File: src/rtl/spwm_pkg.sv
// Shared types and defaults for the sine-PWM gate driver and its carrier counter.
package spwm_pkg;

    localparam int SPWM_WIDTH    = 6;
    localparam int SPWM_CNT_MAX  = 41;
    localparam int SPWM_DEADTIME = 3;
    localparam int SPWM_DT_WIDTH = 4;

    typedef enum logic [2:0] {
        ST_OFF,
        ST_DT_TO_LO,
        ST_LO,
        ST_DT_TO_HI,
        ST_HI
    } dt_state_e;

endpackage

File: src/rtl/spwm_deadtime_fsm.sv
// Complementary gate sequencer: turns the raw PWM level into a hi/lo gate pair
// separated by DEADTIME cycles of both-off.
module spwm_deadtime_fsm
    import spwm_pkg::*;
#(
    parameter int DEADTIME = SPWM_DEADTIME,
    parameter int DT_WIDTH = SPWM_DT_WIDTH
) (
    input  logic clk,
    input  logic rst,
    input  logic raw_q,
    output logic out_hi,
    output logic out_lo
);

    localparam logic [DT_WIDTH-1:0] DT_LOAD = DT_WIDTH'(DEADTIME - 1);
    localparam logic [DT_WIDTH-1:0] DT_ONE  = DT_WIDTH'(1);

    dt_state_e           state_q, state_d;
    logic [DT_WIDTH-1:0] dt_cnt_q, dt_cnt_d;
    logic                out_hi_q, out_lo_q;

    always_ff @(posedge clk or negedge rst) begin
        if (!rst) begin
            state_q  <= ST_OFF;
            dt_cnt_q <= '0;
            out_hi_q <= 1'b0;
            out_lo_q <= 1'b0;
        end else begin
            state_q  <= state_d;
            dt_cnt_q <= dt_cnt_d;
            // Gates decode the next state so they switch on the same edge as the FSM.
            out_hi_q <= (state_d == ST_HI);
            out_lo_q <= (state_d == ST_LO);
        end
    end

    always_comb begin
        state_d  = state_q;
        dt_cnt_d = dt_cnt_q;
        case (state_q)
            ST_OFF: begin
                state_d  = raw_q ? ST_DT_TO_HI : ST_DT_TO_LO;
                dt_cnt_d = DT_LOAD;
            end
            ST_DT_TO_LO: begin
                if (dt_cnt_q != '0) begin
                    dt_cnt_d = dt_cnt_q - DT_ONE;
                end else begin
                    // Both gates are already off, so landing on the other side is safe.
                    state_d = raw_q ? ST_HI : ST_LO;
                end
            end
            ST_LO: begin
                if (raw_q) begin
                    state_d  = ST_DT_TO_HI;
                    dt_cnt_d = DT_LOAD;
                end
            end
            ST_DT_TO_HI: begin
                if (dt_cnt_q != '0) begin
                    dt_cnt_d = dt_cnt_q - DT_ONE;
                end else begin
                    state_d = raw_q ? ST_HI : ST_LO;
                end
            end
            ST_HI: begin
                if (!raw_q) begin
                    state_d  = ST_DT_TO_LO;
                    dt_cnt_d = DT_LOAD;
                end
            end
            default: begin
                state_d = ST_OFF;
            end
        endcase
    end

    assign out_hi = out_hi_q;
    assign out_lo = out_lo_q;

endmodule

File: src/rtl/spwm_gate_driver.sv
// One inverter leg: double-buffered duty sample committed at the carrier valley,
// carrier compare, and dead-time gate generation.
module spwm_gate_driver
    import spwm_pkg::*;
#(
    parameter int WIDTH    = SPWM_WIDTH,
    parameter int CNT_MAX  = SPWM_CNT_MAX,
    parameter int DEADTIME = SPWM_DEADTIME,
    parameter int DT_WIDTH = SPWM_DT_WIDTH
) (
    input  logic             clk,
    input  logic             rst,
    input  logic             e,
    input  logic [WIDTH-1:0] cnt,
    input  logic             carry_up,
    input  logic             carry_down,
    input  logic             sample_valid,
    input  logic [WIDTH-1:0] sample,
    output logic             sample_ready,
    output logic             out_hi,
    output logic             out_lo,
    output logic             period_start,
    output logic             underrun
);

    localparam logic [WIDTH-1:0] DUTY_MAX = WIDTH'(CNT_MAX + 1);
    localparam logic [WIDTH-1:0] CNT_PEAK = WIDTH'(CNT_MAX);

    logic [WIDTH-1:0] shadow_q, shadow_d;
    logic [WIDTH-1:0] duty_q, duty_d;
    logic             shadow_full_q, shadow_full_d;
    logic             raw_q, raw_d;
    logic             period_start_q, underrun_q;
    logic             transfer;
    logic [WIDTH-1:0] sample_clamped;

    // Handshake: a sample moves into the shadow on any cycle with
    // sample_valid && sample_ready; the producer holds it otherwise.
    assign sample_ready   = !shadow_full_q;
    assign transfer       = sample_valid && sample_ready;
    assign sample_clamped = (sample > DUTY_MAX) ? DUTY_MAX : sample;
    assign raw_d          = (cnt < duty_q);

    always_comb begin
        shadow_d      = shadow_q;
        shadow_full_d = shadow_full_q;
        duty_d        = duty_q;
        if (carry_down && shadow_full_q) begin
            duty_d        = shadow_q;
            shadow_full_d = 1'b0;
        end
        // Only possible with the shadow empty; a valley-cycle transfer waits for the next valley.
        if (transfer) begin
            shadow_d      = sample_clamped;
            shadow_full_d = 1'b1;
        end
    end

    always_ff @(posedge clk or negedge rst) begin
        if (!rst) begin
            shadow_q       <= '0;
            shadow_full_q  <= 1'b0;
            duty_q         <= '0;
            raw_q          <= 1'b0;
            period_start_q <= 1'b0;
            underrun_q     <= 1'b0;
        end else begin
            shadow_q       <= shadow_d;
            shadow_full_q  <= shadow_full_d;
            duty_q         <= duty_d;
            raw_q          <= raw_d;
            period_start_q <= carry_down;
            underrun_q     <= carry_down && !shadow_full_q;
        end
    end

    spwm_deadtime_fsm #(
        .DEADTIME (DEADTIME),
        .DT_WIDTH (DT_WIDTH)
    ) u_deadtime (
        .clk    (clk),
        .rst    (rst),
        .raw_q  (raw_q),
        .out_hi (out_hi),
        .out_lo (out_lo)
    );

    assign period_start = period_start_q;
    assign underrun     = underrun_q;

    // The peak flag carries no function here; it only cross-checks the counter.
    a_carry_up_at_peak: assert property (@(posedge clk) disable iff (!rst)
        carry_up |-> (e && cnt == CNT_PEAK));
    a_carry_down_enabled: assert property (@(posedge clk) disable iff (!rst)
        carry_down |-> e);

endmodule
File: config.mk
export PLATFORM = sky130hd
export DESIGN_NAME = spwm_gate_driver
export DESIGN_NICKNAME = d
export VERILOG_FILES = /design/src/rtl/spwm_pkg.sv /design/src/rtl/spwm_deadtime_fsm.sv /design/src/rtl/spwm_gate_driver.sv
export SDC_FILE = /design/constraint.sdc
export NUM_CORES = 1
export LEC_CHECK = 0
export ABC_AREA = 1
export CAP_MARGIN = 0
export CORE_ASPECT_RATIO = 0.9
export CORE_MARGIN = 1.5
export CORE_UTILIZATION = 45
export DETAILED_ROUTE_END_ITERATION = 16
export GPL_TIMING_DRIVEN = 0
export PLACE_DENSITY_LB_ADDON = 0.12
export SKIP_LAST_GASP = 1
export SYNTH_ARGS = -nofsm -noshare
export SYNTH_HDL_FRONTEND = slang
export SYNTH_SLANG_ARGS = --single-unit
File: constraint.sdc
create_clock -name clk -period 1.8 [get_ports clk]
set_input_delay 0.36 -clock clk [delete_from_list [all_inputs] [get_ports clk]]
set_output_delay 0.36 -clock clk [all_outputs]
set_load 0.02 [all_outputs]
# Word level (Yosys, flattened, before mapping)
# Index checks and enable logic that the tools add are counted.
word_totals:
  ff_bits: 25
  in_bits: 18
  output_inout_bits: 5
  elab_cells: 45
classes:
  addsub: 1
  n_lt_le_gt_ge: 2
  eq_ne: 9
  muxes: 13
  reduce_logical: 10
op_table:
  columns: ["op", "n"]
  rows:
  - ["one-hot mux 4 bit (4 select lines)", 1]
  - ["two-way mux 3 bit", 4]
  - ["two-way mux 4 bit", 3]
  - ["one-hot mux 3 bit (4 select lines)", 1]
  - ["== test 3 x 2 -> 1 bit (second input constant)", 3]
  - ["nonzero test 4 bit", 2]
  - ["== test 3 bit (second input constant)", 2]
  - ["greater-than comparator 6 bit (second input constant)", 1]
  - ["less-than comparator 6 bit", 1]
  - ["two-way mux 6 bit", 1]
  - ["inequality test 2 bit (second input constant)", 2]
  - ["AND reduction 4 bit", 1]
  - ["subtractor 4 x 1 -> 4 bit (second input constant)", 1]
  - ["== test 3 x 1 -> 1 bit (second input constant)", 1]
  - ["logical AND 1 bit", 3]
  - ["logical NOT 3 bit", 1]
  - ["two-way mux 1 bit", 2]
  - ["two-way mux 2 bit", 1]
  - ["inequality test 2 x 1 -> 1 bit (second input constant)", 1]
  - ["nonzero test 2 bit", 1]
  - ["OR reduction 2 bit", 1]
  - ["logical NOT 1 bit", 1]

# Longest topological paths before layout
# Gate-level depths: netlist of run 1.
logic_depth:
  depth_word: 4
  mapped_depth: 8
  depth_no_buf: 8

# Cells and area by module
# A second synthesis of run 1 with hierarchy kept.
unflattened:
  cells_unflattened: 148
  hier_area_um2: 1241.2
modules_own_cells:
  columns: ["module", "instances", "cells_per_inst", "area_per_inst_um2", "seq_area_each_um2"]
  rows:
  - ["spwm_gate_driver", 1, 85, 737.0, 400.4]
  - ["spwm_deadtime_fsm", 1, 63, 504.2, 225.2]

# Worst setup path before layout of run 1
# No wires, ideal clock.
synth_timing:
  path_type: "flip-flop to flip-flop"
  startpoint: "register u_deadtime.dt_cnt_q[0]"
  endpoint: "register u_deadtime.dt_cnt_q[2]"
  setup_time_ps: 117
  t_arrival_ps: 1057
  required_time_ps: 1683
  path_slack_ps: 626
  path_stages_with_launch: 9
  n_path_buf: 0
  period_less_slack_ps: 1174
  cell_sequence: "dfrtp_1 > inv_1 > ha_1 > nand2_1 > nor2_2 > nor2_4 > nand2_2 > nand2_1 > nand2_1"
synth_between:
  elab_chain_cells: 3
  elab_cells_between_ends: 6
  cone_classes: "1 x add/sub; 1 x eq/ne; 2 x mux; 2 x reduce/logical"
synth_rtl:
  columns: ["item", "line", "text"]
  rows:
  - ["start, declared", "spwm_deadtime_fsm.sv:20", "logic [DT_WIDTH-1:0] dt_cnt_q, dt_cnt_d;"]
  - ["start signal, assigned", "spwm_deadtime_fsm.sv:31", "dt_cnt_q <= dt_cnt_d;"]
  - ["subtractor 4 x 1 -> 4 bit or nonzero test 4 bit (tied branches)", null, null]
  - ["two-way mux 4 bit or inequality test 2 x 1 -> 1 bit (tied branches)", null, null]
  - ["one-hot mux 4 bit (4 select lines) or AND reduction 4 bit (tied branches)", null, null]
# Parallel ways exist; a longest one is shown, timed or not. The select of a mux whose other input is x is not followed.
# A chain may end at the register's enable or synchronous reset.

# Worst setup path after layout of run 1
layout_timing:
  startpoint: "register underrun_q (netlist: underrun)"
  endpoint: "output underrun"
layout_rtl:
  columns: ["item", "line", "text"]
  rows:
  - ["start, declared", "spwm_gate_driver.sv:33", "logic period_start_q, underrun_q;"]
  - ["start signal, assigned", "spwm_gate_driver.sv:73", "underrun_q <= carry_down && !shadow_full_q;"]
  - ["end, declared", "spwm_gate_driver.sv:23", "output logic underrun"]
# No word-level cell between the ends.

==> qor.csv, run 1 <==
stage,metric,value,unit
critical_path,crit_chain,clkdlybuf4s50_1,
cells_and_area,layout_common_cells,"nand2_1 (45), dfrtp_1 (25), inv_1 (22)",
yosys,ys_ff_latch,25,
timing,fmax,606.0,MHz
yosys,yosysWarningCount,0,
cts,cts.path.max_buffers,2,
critical_path,startpoint,underrun,
floorplanning,die_width,59.60,um
timing,hold_ws,0.4575,ns
route,vias,1055,
floorplanning,core_area,2748,um^2
cells_and_area,multiInputGateArea,579.3,um^2
cts,postCtsSetupBuffers,0,
route,wl,2347,um
outcome,status,"complete, no violations",
cells_and_area,drive_above_1_share,9.945,%
cells_and_area,final_nets,207,
power_and_ir_drop,vdd_drop_max,675.0,uV
yosys,syn_inst,157,
critical_path,crit_buf_inv,1,
cells_and_area,n_antenna_cell,0,
floorplanning,start_util,47.22,%
placement,hpwl,1863,um
timing,drv_slew,0,
cts,cts-root-buf,clkbuf_4,
critical_path,cp.required,1.44,ns
critical_path,worstReg2RegStart,u_deadtime.dt_cnt_q[0],
cts,cts_inserted_buffers,3,
cts,htree_levels,1,
critical_path,path_max_fanout,1,
timing,period_share,91.68,%
hold_path,hold_path_class,reg2reg,
power_and_ir_drop,power_density,1325,nW/um^2
yosys,yosys.area.top_type,dfrtp_1,
cells_and_area,fillers,274,
route,routedWlPerCell,10.62,um
timing,finalHoldViolations,0,
yosys,syn_nets,182,
yosys,synth.top_cell.area_share,48.22,%
yosys,synth_area_leaders,"dfrtp_1 (48%), nand2_1 (13%), ha_1 (6.8%)",
global_route,antenna_found_initial,0,
cts,cts_tree,yes,
critical_path,start_kind,register,
power_and_ir_drop,p_leak,0.8045,nW
critical_path,r2r_slack,0.47,ns
floorplanning,rows,18,
cells_and_area,layout_commonest_cell,nand2_1,
cts,clk_latency,0.33,ns
global_route,grt_pass1_vias,1058,
route,drt_first_pass_iters,4,
floorplanning,die_area,3215,um^2
placement,routabilityCongestion,0.7822,
critical_path,critPathKind,reg2out,
cells_and_area,ff_latch_area,625.6,um^2
floorplanning,die_h,53.94,um
global_route,grt_pass1_wl,4395,um
yosys,seq_area_frac_synth,48.22,%
route,drt_iter0_markers,32,
cts,cts.sinks,25,
route,detail_route.vias_per_cell,4.774,
route,ant_nets,0,
timing,finalSetupTns,0,ns
timing,skew,0.01019,ns
yosys,ys_types,18,
hold_path,min_from,shadow_full_q,
timing,setup_viol,0,
critical_path,arrival,1.29,ns
critical_path,end_kind,output pin,
critical_path,critPathTopFamily,buffers and inverters,
yosys,syn_area_per_cell,8.264,um^2
cts,cts.clk_slew.worst_paths,0.14,ns
yosys,synth_area,1297,um^2
timing,slew_headroom,29.05,%
cells_and_area,syn2layout_area_growth,21.60,%
timing,tightest_slew,1.061,ns
floorplanning,io-pin-count,23,
run,maxCapViolCount,0,
timing,rsz0062_at_grt,false,
route,drc,0,
global_route,grt_remaining_overflow,0,
global_route,grt_start_max_net_pins,26,
timing,fin_crit,1.650,ns
placement,port_buffers,20,
critical_path,slowest_stage,clkdlybuf4s50_1,
global_route,grt_use_total,18.40,%
critical_path,cpPeakStageDelay,0.60,ns
==> stage by stage <==
stage | utilization (%) | setup slack [ns] | power (mW) | cells | area (um^2)
floorplan | - | 0.6263 | 1.589 | 157 | 1297
global placement | 56.33 | 0.06207 | 1.813 | 217 | 1548
detailed placement | 56.33 | 0.06227 | 1.846 | 217 | 1548
CTS | 57.42 | 0.1191 | 2.121 | 221 | 1578
global route | 57.42 | 0.08312 | 2.333 | 221 | 1578
finish | 57.42 | 0.1498 | 2.090 | 221 | 1578
==> flip-flops by register name, summed over array words and instances (netlist names), 3 cells and up <==
name and flops:
shadow_q 6, duty_q 6, u_deadtime.state_q 3, u_deadtime.dt_cnt_q 4
==> layer usage <==
| layer | routed length, um | GRT usage, % |
|---|---|---|
| met5 | 0 | 0 |
| met4 | 10 | 4.815 |
| met3 | 119 | 5.288 |
| met2 | 1062 | 31.32 |
| met1 | 1155 | 23.16 |
==> what timing repair did <==
action                                 CTS  global route
hold buffers                             0             0
gates resized for setup                  1             0
setup endpoints to repair                1             0
endpoints found under the hold margin    0             0
==> synthesized netlist by cell type (all sizes together) <==
library cell,instances
nand3,12
xnor2,1
inv,24
dfrtp,25
ha,7
nor2,19
nand4,1
a21oi,7
o211ai,1
o21ai,12
nand2,48
==> where the power goes <==
group          internal [mW]  leakage (nW)  switching [mW]
clock                 0.0905        0.0183           0.175
combinational          0.384         0.480           0.566
sequential             0.730         0.306           0.145
total                   1.20         0.804           0.886
==> kinds of logic after synthesis <==
logic type | Yosys count | share of synthesized area [%]
buffers and inverters | 24 | 7.136
adders and majority gates | 7 | 6.750
AOI/OAI and AO/OA | 20 | 7.908
DFF | 25 | 48.22
and+or+nand+nor | 80 | 29.31
xor gates and xnor gates | 1 | 0.6751
==> worst register-to-register path: stages, from the launching register on <==
cell	delay [ns]
dfrtp_1	0.42
inv_1	0.12
ha_1	0.20
nand2_1	0.11
nor2_2	0.17
nand2_1	0.09
nand3_2	0.08
nand2_1	0.05
inv_1	0.05
==> path summary, 6_finish.rpt <==
| kind | cells after the start | endpoint |
|---|---|---|
| worst max-delay path | 1 | underrun |
| worst min-delay path | 1 | underrun |
| worst max register to register | 8 | u_deadtime.out_lo |
| worst min register to register | 1 | underrun |
| max in group asynchronous | 1 | duty_q[5] |
| min in group asynchronous | 1 | duty_q[4] |
==> area by class of cell <==
class / count / area share, %
multi-input combinational: 108 / 36.72
sequential: 25 / 39.65
timing repair buffer: 20 / 12.61
tap: 40 / 3.172
inverter: 24 / 5.868
clock inverter: 1 / 0.5551
clock buffer: 3 / 1.427
Power figures use the tool's default switching activity.
==> inputs of run 2 (changes only) <==
--- a/config.mk
+++ b/config.mk
@@ -7,9 +7,11 @@
 export LEC_CHECK = 0
 export ABC_AREA = 1
 export CAP_MARGIN = 0
+export CELL_PAD_IN_SITES_DETAIL_PLACEMENT = 2
+export CELL_PAD_IN_SITES_GLOBAL_PLACEMENT = 2
 export CORE_ASPECT_RATIO = 0.9
 export CORE_MARGIN = 1.5
-export CORE_UTILIZATION = 45
+export CORE_UTILIZATION = 32
 export DETAILED_ROUTE_END_ITERATION = 16
 export GPL_TIMING_DRIVEN = 0
 export PLACE_DENSITY_LB_ADDON = 0.12
==> qor.csv, run 2 (synthesized netlist as in run 1, its figures left out) <==
stage,metric,value,unit,change
power_and_ir_drop,power,2.272,mW,+8.7%
cells_and_area,top_regs,"duty_q: 6 flops, shadow_q: 6 flops, u_deadtime.dt_cnt_q: 4 flops",,
critical_path,cpPeakStageDelay,0.61,ns,about the same
route,drt_first_pass_iters,4,,unchanged
timing,hold_ws,0.4815,ns,+0.02397 ns
critical_path,arrival,1.23,ns,-0.06 ns
power_and_ir_drop,seq_power_share,39.1,%,-2.8 points
timing,rsz0062_at_grt,false,,
route,ant_nets,0,,unchanged
cells_and_area,final_cell_count_no_fill,227,,+2.7%
power_and_ir_drop,p_int,1.281,mW,+6.4%
critical_path,crit_buf_inv,1,,unchanged
placement,port_buffers,20,,unchanged
cts,cts_tree,yes,,
global_route,grt_start_max_net_pins,26,,unchanged
floorplanning,die_h,63.41,um,+18%
cts,cts.clk_slew.worst_paths,0.10,ns,-0.04 ns
route,vias,1092,,+3.5%
hold_path,min_from,shadow_full_q,,
placement,place_inst,223,,+2.8%
route,drc,0,,unchanged
cells_and_area,syn2layout_area_growth,23.82,%,
critical_path,worstRegToRegCells,8,,unchanged
cells_and_area,final_core_util,42.17,%,-15 points
critical_path,critPathTopFamily,buffers and inverters,,
timing,skew,0.006929,ns,-0.003257 ns
critical_path,worstReg2RegStart,u_deadtime.dt_cnt_q[0],,
power_and_ir_drop,clkPwrFrac,15.8,%,+3.1 points
cells_and_area,layout_common_cells,"nand2_1 (45), dfrtp_1 (25), inv_1 (22)",,
hold_path,min_to,underrun,,
critical_path,start_kind,register,,
floorplanning,core_area,3810,um^2,+39%
cts,cts-root-buf,clkbuf_8,,
cts,htree_levels,1,,unchanged
critical_path,path_max_fanout,1,,unchanged
timing,period_share,88.23,%,-3.4 points
critical_path,r2r-end,u_deadtime.out_lo,,
timing,fin_crit,1.588,ns,-0.06206 ns
cts,cts.sinks,25,,unchanged
global_route,grt_pass1_wl,6003,um,+37%
global_route,grt_pass1_vias,1219,,+15%
cells_and_area,n_antenna_cell,0,,unchanged
cells_and_area,layout_commonest_cell,nand2_1,,
route,drt_iter0_markers,21,,-34%
placement,routabilityCongestion,0.7617,,-2.6%
power_and_ir_drop,power_density,1414,nW/um^2,+6.8%
timing,drv_slew,0,,unchanged
critical_path,slowest_stage,clkdlybuf4s50_1,,
cts,cts_inserted_buffers,3,,unchanged
timing,fmax,629.7,MHz,+3.9%
route,routedWlPerCell,14.96,um,+41%
outcome,status,"complete, no violations",,
global_route,grt_remaining_overflow,0,,unchanged
timing,finalHoldViolations,0,,unchanged
floorplanning,rows,21,,+3
floorplanning,die_width,70.12,um,+18%
power_and_ir_drop,p_sw_share,43.61,%,+1.2 points
critical_path,end_kind,output pin,,
critical_path,critPathKind,reg2out,,
critical_path,startpoint,underrun,,
route,detail_route.vias_per_cell,4.811,,+0.77%
cells_and_area,drive_above_1_share,9.945,%,unchanged
floorplanning,start_util,34.06,%,-13 points
power_and_ir_drop,p_leak,0.8149,nW,+1.3%
power_and_ir_drop,comb_power_share,45.1,%,-0.3 points
floorplanning,io-pin-count,23,,unchanged
cts,cts.path.max_buffers,2,,unchanged
critical_path,crit_chain,clkdlybuf4s50_1,,
timing,tightest_slew,1.121,ns,+0.05981 ns
critical_path,crit_cells,1,,unchanged
cells_and_area,multiInputGateArea,579.3,um^2,unchanged
timing,slew_headroom,25.05,%,-4.0 points
critical_path,cp.required,1.44,ns,about the same
timing,finalSetupTns,0,ns,unchanged
hold_path,hold_path_class,reg2reg,,
critical_path,r2r_slack,0.42,ns,-0.05 ns
cts,hold_buffers,0,,unchanged
cells_and_area,fillers,436,,+59%
global_route,grt_use_total,17.89,%,-0.52 points
floorplanning,die_area,4446,um^2,+38%
route,wl,3395,um,+45%
cells_and_area,final_nets,207,,unchanged
cells_and_area,ff_latch_area,625.6,um^2,unchanged
power_and_ir_drop,vdd_drop_max,599.1,uV,-11%
global_route,antenna_found_initial,0,,unchanged
hold_path,hold_depth,1,,unchanged
power_and_ir_drop,switching_power,0.9910,mW,+12%
placement,hpwl,2788,um,+50%
run,maxCapViolCount,0,,unchanged
timing,setup_viol,0,,unchanged
cts,clk_latency,0.28,ns,-0.05 ns
[run 2: stage by stage]
| step | setup WS, ns | instance area [um^2] |
|---|---|---|
| CTS | 0.03321 | 1604 |
| finish | 0.2119 | 1607 |
| floorplan | 0.6263 | 1297 |
| global route | 0.1680 | 1607 |
| detailed placement | 0.01743 | 1555 |
| global placement | 0.06466 | 1555 |
[run 2: final cells by class]
type	instances	share of cell area, %
Timing Repair Buffer	20	12.62
Inverter	24	5.763
Tap cell	46	3.583
Multi-Input combinational cell	108	36.06
Sequential cell	25	38.94
Clock inverter	1	0.4673
Clock buffer	3	2.570
[run 2: worst max-delay path by stage]
stage	to	slack (ns)
2_1_floorplan	u_deadtime.dt_cnt_q[2]	0.63
3_3_place_gp	u_deadtime.dt_cnt_q[3]	0.06
3_5_place_dp	u_deadtime.dt_cnt_q[3]	0.02
4_1_cts	sample_ready	0.03
5_1_grt	underrun	0.17
6_report	underrun	0.21
[run 2: layer usage]
layer  track usage [%]  part of all wire, %  up-vias
met3             3.520                  2.9        5
met2             29.40                   46       17
met5                 0                    0        -
li1                  -                    -      540
met4             7.933                  2.2        0
met1             22.83                   49      530
[run 2: power groups by stage]
stage	combinational [mW]	clock [mW]	sequential [mW]
finish	1.03	0.360	0.888
detailed placement	1.05	0	0.904
CTS	1.06	0.365	0.893
floorplan	0.713	0	0.875
global placement	0.961	0	0.883
global route	1.20	0.390	0.919
[run 2: timing repair]
action	in CTS	in global routing
setup buffers	0	0
resized for setup	0	1
setup endpoints to repair	0	1
